==> src/rtl/mips_pkg.sv <==
// mips_pkg: opcodes, FSM states and datapath select encodings shared by the multicycle MIPS core
package mips_pkg;
  localparam logic [5:0] OP_R = 6'h00, OP_J = 6'h02, OP_BEQ = 6'h04, OP_BNE = 6'h05, OP_ADDI = 6'h08;
  localparam logic [5:0] OP_ANDI = 6'h0C, OP_ORI = 6'h0D, OP_LW = 6'h23, OP_SW = 6'h2B;
  localparam logic [5:0] FN_ADD = 6'h20, FN_SUB = 6'h22, FN_AND = 6'h24, FN_OR = 6'h25, FN_SLT = 6'h2A;
  typedef enum logic [3:0] {
    FETCH, DECODE, MEMADR, MEMRD, MEMWB, MEMWR, EXEC, ALUWB, ADDIEX, LOGIEX, IMMWB, BRANCH, JUMP, HALT
  } state_t;
  typedef enum logic [2:0] {AND, OR, ADD, SUB, SLT} alu_op_t;
  typedef enum logic [2:0] {SB_B, SB_FOUR, SB_SIMM, SB_SIMM4, SB_ZIMM} srcb_t;
  typedef enum logic [1:0] {PC_ALU, PC_OUT, PC_JMP} pc_src_t;
endpackage

==> src/rtl/mips_mc_ctrl.sv <==
// mips_mc_ctrl: multicycle FSM and ALU decode driving the datapath selects, enables and memory strobes
module mips_mc_ctrl
  import mips_pkg::*;
(
  input  logic clk,
  input  logic reset,
  input  logic [5:0] op,
  input  logic [5:0] funct,
  input  logic zero,
  input  logic mem_ready,
  output logic mem_req,
  output logic mem_we,
  output logic iord,
  output logic ir_en,
  output logic pc_en,
  output logic ab_en,
  output logic alu_en,
  output logic mdr_en,
  output logic rf_we,
  output logic rf_dst,
  output logic rf_mem,
  output logic srca,
  output logic halt,
  output srcb_t srcb,
  output alu_op_t alu_op,
  output pc_src_t pc_src
);
  state_t state, state_n;
  logic funct_ok;
  assign funct_ok = funct inside {FN_ADD, FN_SUB, FN_AND, FN_OR, FN_SLT};
  always_ff @(posedge clk or posedge reset)
    if (reset) state <= FETCH;
    else state <= state_n;
  always_comb begin
    state_n = state;
    {mem_req, mem_we, iord, ir_en, pc_en, ab_en, alu_en, mdr_en} = '0;
    {rf_we, rf_dst, rf_mem, srca, halt} = '0;
    srcb = SB_B;
    alu_op = ADD;
    pc_src = PC_ALU;
    case (state)
      FETCH: begin
        mem_req = 1'b1;
        srcb = SB_FOUR;
        ir_en = mem_ready;
        pc_en = mem_ready;
        state_n = mem_ready ? DECODE : FETCH;
      end
      DECODE: begin
        ab_en = 1'b1;
        alu_en = 1'b1;
        srcb = SB_SIMM4;
        state_n = (op == OP_LW || op == OP_SW) ? MEMADR : op == OP_R ? EXEC :
                  (op == OP_BEQ || op == OP_BNE) ? BRANCH : op == OP_ADDI ? ADDIEX :
                  (op == OP_ANDI || op == OP_ORI) ? LOGIEX : op == OP_J ? JUMP : HALT;
      end
      MEMADR: begin
        srca = 1'b1;
        srcb = SB_SIMM;
        alu_en = 1'b1;
        state_n = op == OP_LW ? MEMRD : MEMWR;
      end
      MEMRD: begin
        mem_req = 1'b1;
        iord = 1'b1;
        mdr_en = mem_ready;
        state_n = mem_ready ? MEMWB : MEMRD;
      end
      MEMWB: begin
        rf_we = 1'b1;
        rf_mem = 1'b1;
        state_n = FETCH;
      end
      MEMWR: begin
        mem_req = 1'b1;
        mem_we = 1'b1;
        iord = 1'b1;
        state_n = mem_ready ? FETCH : MEMWR;
      end
      EXEC: begin
        srca = 1'b1;
        alu_op = funct == FN_SUB ? SUB : funct == FN_AND ? AND : funct == FN_OR ? OR :
                 funct == FN_SLT ? SLT : ADD;
        alu_en = funct_ok;
        state_n = funct_ok ? ALUWB : HALT;
      end
      ALUWB: begin
        rf_we = 1'b1;
        rf_dst = 1'b1;
        state_n = FETCH;
      end
      ADDIEX: begin
        srca = 1'b1;
        srcb = SB_SIMM;
        alu_en = 1'b1;
        state_n = IMMWB;
      end
      LOGIEX: begin
        srca = 1'b1;
        srcb = SB_ZIMM;
        alu_op = op == OP_ANDI ? AND : OR;
        alu_en = 1'b1;
        state_n = IMMWB;
      end
      IMMWB: begin
        rf_we = 1'b1;
        state_n = FETCH;
      end
      BRANCH: begin
        // ALUOut keeps the target computed in DECODE; op is beq or bne here
        srca = 1'b1;
        alu_op = SUB;
        pc_src = PC_OUT;
        pc_en = (op == OP_BEQ) == zero;
        state_n = FETCH;
      end
      JUMP: begin
        pc_src = PC_JMP;
        pc_en = 1'b1;
        state_n = FETCH;
      end
      HALT: halt = 1'b1;
      default: state_n = HALT;
    endcase
  end
endmodule

==> src/rtl/mips_multicycle.sv <==
// mips_multicycle: multicycle MIPS datapath sharing one ALU and one req/ready memory port
module mips_multicycle
  import mips_pkg::*;
#(
  parameter logic [31:0] RESET_PC = 32'h0000_0000,
  parameter int MEM_AW = 8
) (
  input  logic clk,
  input  logic reset,
  output logic mem_req,
  output logic mem_we,
  output logic [MEM_AW-1:0] mem_addr,
  output logic [31:0] mem_wdata,
  input  logic [31:0] mem_rdata,
  input  logic mem_ready,
  output logic halted
);
  logic [31:0] pc, ir, a, b, alu_out, mdr, simm, src_a, src_b, alu_y, rd1, rd2, wd;
  logic [31:0] rf [32];
  logic [4:0] wa;
  logic req, we, halt, iord, ir_en, pc_en, ab_en, alu_en, mdr_en, rf_we, rf_dst, rf_mem, srca;
  srcb_t srcb;
  alu_op_t alu_op;
  pc_src_t pc_src;
  mips_mc_ctrl u_ctrl (
    .clk(clk), .reset(reset), .op(ir[31:26]), .funct(ir[5:0]), .zero(alu_y == 32'd0),
    .mem_ready(mem_ready), .mem_req(req), .mem_we(we), .iord(iord), .ir_en(ir_en),
    .pc_en(pc_en), .ab_en(ab_en), .alu_en(alu_en), .mdr_en(mdr_en), .rf_we(rf_we),
    .rf_dst(rf_dst), .rf_mem(rf_mem), .srca(srca), .halt(halt), .srcb(srcb),
    .alu_op(alu_op), .pc_src(pc_src)
  );
  assign mem_req = req & !reset;
  assign mem_we = we & !reset;
  assign halted = halt & !reset;
  assign mem_addr = iord ? alu_out[MEM_AW-1:0] : pc[MEM_AW-1:0];
  assign mem_wdata = b;
  assign simm = {{16{ir[15]}}, ir[15:0]};
  assign rd1 = ir[25:21] == 5'd0 ? 32'd0 : rf[ir[25:21]];
  assign rd2 = ir[20:16] == 5'd0 ? 32'd0 : rf[ir[20:16]];
  assign wa = rf_dst ? ir[15:11] : ir[20:16];
  assign wd = rf_mem ? mdr : alu_out;
  assign src_a = srca ? a : pc;
  assign src_b = srcb == SB_FOUR ? 32'd4 : srcb == SB_SIMM ? simm : srcb == SB_SIMM4 ? {simm[29:0], 2'b00} :
                 srcb == SB_ZIMM ? {16'd0, ir[15:0]} : b;
  assign alu_y = alu_op == AND ? src_a & src_b : alu_op == OR ? src_a | src_b :
                 alu_op == SUB ? src_a - src_b : alu_op == SLT ? {31'd0, $signed(src_a) < $signed(src_b)} :
                 src_a + src_b;
  always_ff @(posedge clk or posedge reset)
    if (reset) begin
      pc <= RESET_PC;
      {ir, a, b, alu_out, mdr} <= '0;
    end else begin
      if (pc_en) pc <= pc_src == PC_OUT ? alu_out : pc_src == PC_JMP ? {pc[31:28], ir[25:0], 2'b00} : alu_y;
      if (ir_en) ir <= mem_rdata;
      if (ab_en) {a, b} <= {rd1, rd2};
      if (alu_en) alu_out <= alu_y;
      if (mdr_en) mdr <= mem_rdata;
    end
  // $0 is never stored; reads of index 0 are forced to zero above
  always_ff @(posedge clk)
    if (rf_we && wa != 5'd0) rf[wa] <= wd;
endmodule

==> config.mk <==
export PLATFORM = sky130hd
export DESIGN_NAME = mips_multicycle
export DESIGN_NICKNAME = d
export VERILOG_FILES = /design/src/rtl/mips_pkg.sv /design/src/rtl/mips_mc_ctrl.sv /design/src/rtl/mips_multicycle.sv
export SDC_FILE = /design/constraint.sdc
export NUM_CORES = 2
export LEC_CHECK = 0
export BUFFER_PORTS_ARGS = -buffer_cell sky130_fd_sc_hd__buf_2
export CAP_MARGIN = 20
export CELL_PAD_IN_SITES_DETAIL_PLACEMENT = 0
export CELL_PAD_IN_SITES_GLOBAL_PLACEMENT = 2
export CORE_ASPECT_RATIO = 0.5
export CORE_MARGIN = 4
export CORE_UTILIZATION = 30
export CTS_CLUSTER_SIZE = 16
export DETAILED_ROUTE_END_ITERATION = 12
export PLACE_DENSITY = 0.61
export SLEW_MARGIN = 30
export SYNTH_ARGS = -nofsm -noshare
export SYNTH_HDL_FRONTEND = slang
export SYNTH_SLANG_ARGS = --single-unit
==> constraint.sdc <==
create_clock -name clk -period 20.1 [get_ports clk]
set_clock_uncertainty 0.05 [all_clocks]
set_input_delay 4.02 -clock clk [delete_from_list [all_inputs] [get_ports clk]]
set_output_delay 4.02 -clock clk [all_outputs]
set_load 0.01 [all_outputs]
=== Yosys cells after proc, flatten, opt, wreduce, memory -nomap -nowiden ===
Memories as Yosys holds them, arrays and structs flattened.
Index checks and enable logic that the tools add are counted.

* Bits in latches: 0
* Memories kept: 1
* Bits in writable memories: 1024
* Word-level logic and storage cells: 127
* Bits in registers: 196
* Memory bits (read-only): 0

{| class="wikitable"
|+ Memories
! name !! depth !! bits a word !! read ports !! clocked after memory_dff !! wr ports !! line !! text
|-
| rf || 32 || 32 || 2 || 0 || 1 || mips_multicycle.sv:19 || <nowiki>logic [31:0] rf [32];</nowiki>
|}

* $lt $le $gt $ge: 1
* Add/sub/neg operators: 2
* Multipliers: 0
* Shift operators: 0
* Bitwise logic cells: 5
* Eq/ne operators: 37
* Multiplexer cells: 51
* Reductions and logical operators: 22
* Div/mod/pow operators: 0

{| class="wikitable"
|+ Operator list
! operator !! number
|-
| two-way mux 32 bit || 14
|-
| == test 6 bit, second input constant || 7
|-
| case mux 4 bit (9 select lines) || 1
|-
| adder 32 bit || 1
|-
| AND 32 bit || 1
|-
| logical NOT 32 bit || 1
|-
| < comparator 32 bit || 1
|-
| bitwise OR 32 bit || 1
|-
| subtractor 32 bit || 1
|-
| == test 4 bit, second input constant || 6
|-
| two-way mux 4 bit || 6
|-
| two-way mux 3 bit || 7
|-
| == test 6 x 4 -> 1 bit, second input constant || 3
|-
| == test 4 x 3 -> 1 bit, second input constant || 4
|-
| two-way mux 1 bit || 16
|-
| == test 6 x 3 -> 1 bit, second input constant || 2
|-
| case mux 3 bit (4 select lines) || 1
|-
| logical NOT 5 bit || 2
|-
| nonzero test 5 bit || 2
|-
| OR reduction 5 bit || 2
|-
| == test 3 x 2 -> 1 bit, second input constant || 3
|-
| case mux 3 bit (3 select lines) || 1
|-
| == test 4 x 2 -> 1 bit, second input constant || 2
|-
| two-way mux 8 bit || 1
|-
| other kinds (23) || 32
|}

=== Longest topological paths before layout ===
* Word-level depth: 17
* Gate-level depth with buffers: 26
* Mapped depth without buffers: 23

=== Hierarchy ===
From an unflattened synthesis, not the netlist that was laid out.

* Cells, all modules: 4098
* Area total of the unflattened synthesis: 62428.6 um^2

{| class="wikitable"
|+ Modules (own cells, without submodules)
! module !! cells an instance !! instances !! area each (um^2)
|-
| mips_multicycle || 3988 || 1 || 61706.7
|-
| mips_mc_ctrl || 110 || 1 || 721.9
|}

=== Worst setup path after synthesis ===
Ideal clock, no wire load.

* Path kind: input -> output
* Start point: in reset
* End point: out mem_req
* Cell stages on the path: 1
* Buffers on the path: 0
* Setup slack: 11.701 ns
* Data arrival time: 4.329 ns
* Path through: nor3b_1

* Word-level cells in the longest chain between the ends: 2

{| class="wikitable"
|+ Ends and longest elaborated chain
! element !! line !! text
|-
| from (decl) || mips_multicycle.sv:9 || <nowiki>input logic reset,</nowiki>
|-
| logical NOT 1 bit (no source line) || -- ||
|-
| AND 1 bit || mips_multicycle.sv:32 || <nowiki>assign mem_req = req & !reset;</nowiki>
|-
| to (decl) || mips_multicycle.sv:10 || <nowiki>output logic mem_req,</nowiki>
|}

Every way passes these cells.

=== Worst setup path after layout ===
* Start point: in reset
* End point: out mem_we

* Word-level cells in the longest chain between the ends: 2

{| class="wikitable"
|+ Ends and longest elaborated chain
! element !! line !! text
|-
| logical NOT 1 bit (no source line) || -- ||
|-
| AND 1 bit || mips_multicycle.sv:33 || <nowiki>assign mem_we = we & !reset;</nowiki>
|-
| to (decl) || mips_multicycle.sv:11 || <nowiki>output logic mem_we,</nowiki>
|}

Every way passes these cells.

==> reports/metrics.csv <==
stage,metric,value,unit
worst_hold_path,hold_path.startpoint,pc[31],
yosys,synth_top_flop_cell,edfxtp_1,
floorplan,io_pins,78,
yosys,synth.avg_cell_area,15.1,um2
clocking,clk_pin_slew,60,ps
floorplan,die_w,654,um
place,gp_congestion,0.852,
detailed_routing,drt_iter0_drc,4847,
place,placedCellCount,6810,
clocking,cts-resized-gates,0,
setup_path,startpoint,reset,
cells_and_area,area_delta_synth_final,13.4,%
grt,grt_pass1_vias,40900,
detailed_routing,drtAntennaViolNets,0,
clocking,postCtsSetupBuffers,0,
sta,fmax,116,MHz
floorplan,die_y,331,um
yosys,yosysSeqAreaShare,57.0,%
sta,relSlewSlack,28.2,%
sta,rsz0062_at_grt,false,
setup_path,cp-start-kind,primary input,
detailed_routing,vias,40900,
floorplan,row_count,118,
grt,gr-total-overflow,0,
place,hpwl,146,mm
yosys,yosysWarnings,0,
setup_path,crit_path_end_kind,output port,
floorplan,core_area,207000,um2
yosys,synth.ff_latch_count,1220,
cells_and_area,stdcell_count,7045,
sta,hold_viol_final,0,
setup_path,slowest_stage,nor3_1,
clocking,cts_buffers,130,
setup_path,crit_type,primary input to output port,
setup_path,cpPeakStageDelay,210,ps
grt,gr-usage-all-layers,21.6,%
cells_and_area,nFillCells,19800,
yosys,synth-edff-count,1024,
clocking,cts.sinks,1220,
outcome,run_status,"finished, final reports clean",
power,total_leakage_power,20.5,nW
detailed_routing,viasPerCell,5.80,
setup_path,cp.arrival,4550,ps
setup_path,required,16030,ps
clocking,cts_root_buf,clkbuf_16,
cells_and_area,drive_gt1_share,26.6,%
clocking,cts_tree,built,
flow_run,maxCapViolCount,0,
sta,min_period,8620,ps
setup_path,timing.critical_path.mode_cell,buf_2,
place,io_buffers,77,
sta,tightest_slew,1080,ps
grt,grt_pass1_wl,329,mm
grt,grt_max_degree,101,
clocking,clkLatencyLatePin,770,ps
setup_path,critPathMaxFanout,4,
worst_hold_path,min_path_type,flop to flop,
place,placed_cell_area,66800,um2
detailed_routing,wl_per_cell,33.7,um
sta,finalSetupTns,0,ps
power,ir_worst_vdd,84.5,uV
yosys,synthCells,4135,
sta,fin_crit_sh,42.9,%
grt,antenna_found_initial,11,
yosys,async_reset_ff_share,16.1,%
setup_path,worstPathCellList,buf_2 > nor3_1 > buf_2,
clocking,cts_buffer_depth,3,
yosys,synthesis.area,62500,um2
detailed_routing,firstDrtPassIters,5,
clocking,htreeDepth,4,
clocking,hold_buffers,0,
detailed_routing,wl,237,mm
cells_and_area,postLayoutCellArea,70900,um2
sta,drv_slew,0,
cells_and_area,final_core_util,34.2,%
detailed_routing,drc_errors,0,
power,cellPowerDensity,72.2,nW/um2
floorplan,start_util,30.2,%
yosys,netlist-cell-type-count,92,
floorplan,fp.dieArea,216000,um2
power,p_total,0.00512,W
sta,finalSetupViolCount,0,
setup_path,crit-reg2reg-launch,u_ctrl.state[3],
cells_and_area,fin_nets,4315,
## cell families after synthesis
group | after synthesis | share of synthesized area [%]
xor+xnor | 33 | 0.462
simple gates | 642 | 4.81
buf+inv | 424 | 2.64
compound gates | 817 | 8.92
other cells | 1 | 0.00600
mux | 900 | 24.2
flops | 1220 | 57.0
fa+ha+maj | 98 | 1.98
## area by class of cell
type | count | area, um2 | share of cell area (%)
multi-input combinational | 2522 | 25700 | 36.3
timing repair buffer | 198 | 1490 | 2.10
inverter | 110 | 420 | 0.593
clock buffer | 189 | 3760 | 5.31
antenna | 1 | 2.50 | 0.00353
sequential | 1220 | 35700 | 50.3
clock inverter | 45 | 369 | 0.520
tap | 2760 | 3450 | 4.87
## registers in the layout (all words and copies together), names as in the netlist
register	count
mem_wdata	32
mdr	32
rf	1024
u_ctrl.state	4
a	32
alu_out	32
pc	32
ir	32
## cell usage after synthesis (all sizes together), types with 51 or more instances
cell type | instances | area, um2
ha | 96 | 1200
mux2i | 242 | 2420
o21ai | 144 | 743
a221oi | 67 | 587
clkbuf | 229 | 860
mux4 | 462 | 10400
o22ai | 60 | 375
nor2 | 232 | 871
a21oi | 199 | 996
dfrtp | 196 | 4900
buf | 85 | 375
edfxtp | 1024 | 30700
a22o | 63 | 552
inv | 110 | 413
nand2 | 181 | 687
o221ai | 51 | 447
mux2 | 196 | 2280
## worst paths after layout
path / to / slack [ps] / depth (start not counted)
min in group asynchronous: alu_out[2] / 3310 / 2
setup / recovery: mem_we / 11480 / 3
hold reg to reg: pc[31] / 440 / 1
setup reg to reg: pc[20] / 12250 / 20
hold / removal: pc[31] / 440 / 1
max in group asynchronous: ir[17] / 15110 / 3
## routing by layer
| layer | vias to the layer above | GRT usage, % | share of wire (%) |
|---|---|---|---|
| met4 | 0 | 5.79 | 2.6 |
| met2 | 1726 | 33.4 | 45 |
| li1 | 16800 | - | - |
| met1 | 22100 | 31.2 | 45 |
| met3 | 304 | 4.03 | 7.4 |
| met5 | - | 0 | 0 |
## power by group
part / internal (W) / leakage [nW] / switching, W
Sequential: 0.00271 / 9.87 / 0.000000873
Clock: 0.00134 / 2.02 / 0.00103
Combinational: 0.00000882 / 8.59 / 0.0000262
Total: 0.00406 / 20.5 / 0.00106
## stage by stage
stage                     hold WS, ps  worst slack (ps)
final                             437             11480
after global routing              459             11440
after CTS                         438             11480
after detailed placement          424             11490
after global placement            419             11420
after floorplan                   400             10690
## cells in the final DEF (no fill, tap or decap), types with 38 or more instances in the layout
| master | n |
|---|---|
| a21oi_1 | 197 |
| buf_4 | 108 |
| clkbuf_1 | 38 |
| o22ai_1 | 57 |
| inv_1 | 109 |
| nor2_1 | 202 |
| mux2_2 | 172 |
| mux4_2 | 462 |
| ha_1 | 96 |
| dfrtp_1 | 185 |
| mux2i_1 | 241 |
| nand2_1 | 177 |
| buf_2 | 77 |
| edfxtp_1 | 1024 |
| a211oi_1 | 39 |
| o221ai_1 | 51 |
| a221oi_1 | 67 |
| nand2b_1 | 45 |
| a22o_1 | 63 |
| o21ai_0 | 135 |
| clkbuf_16 | 137 |
| o211ai_1 | 45 |
## worst max-delay path, delay by kind of cell
kind | cells | cell delay [ps]
buf+inv | 2 | 310
simple gates | 1 | 210
Note: power is estimated with default switching activity, not from simulation.
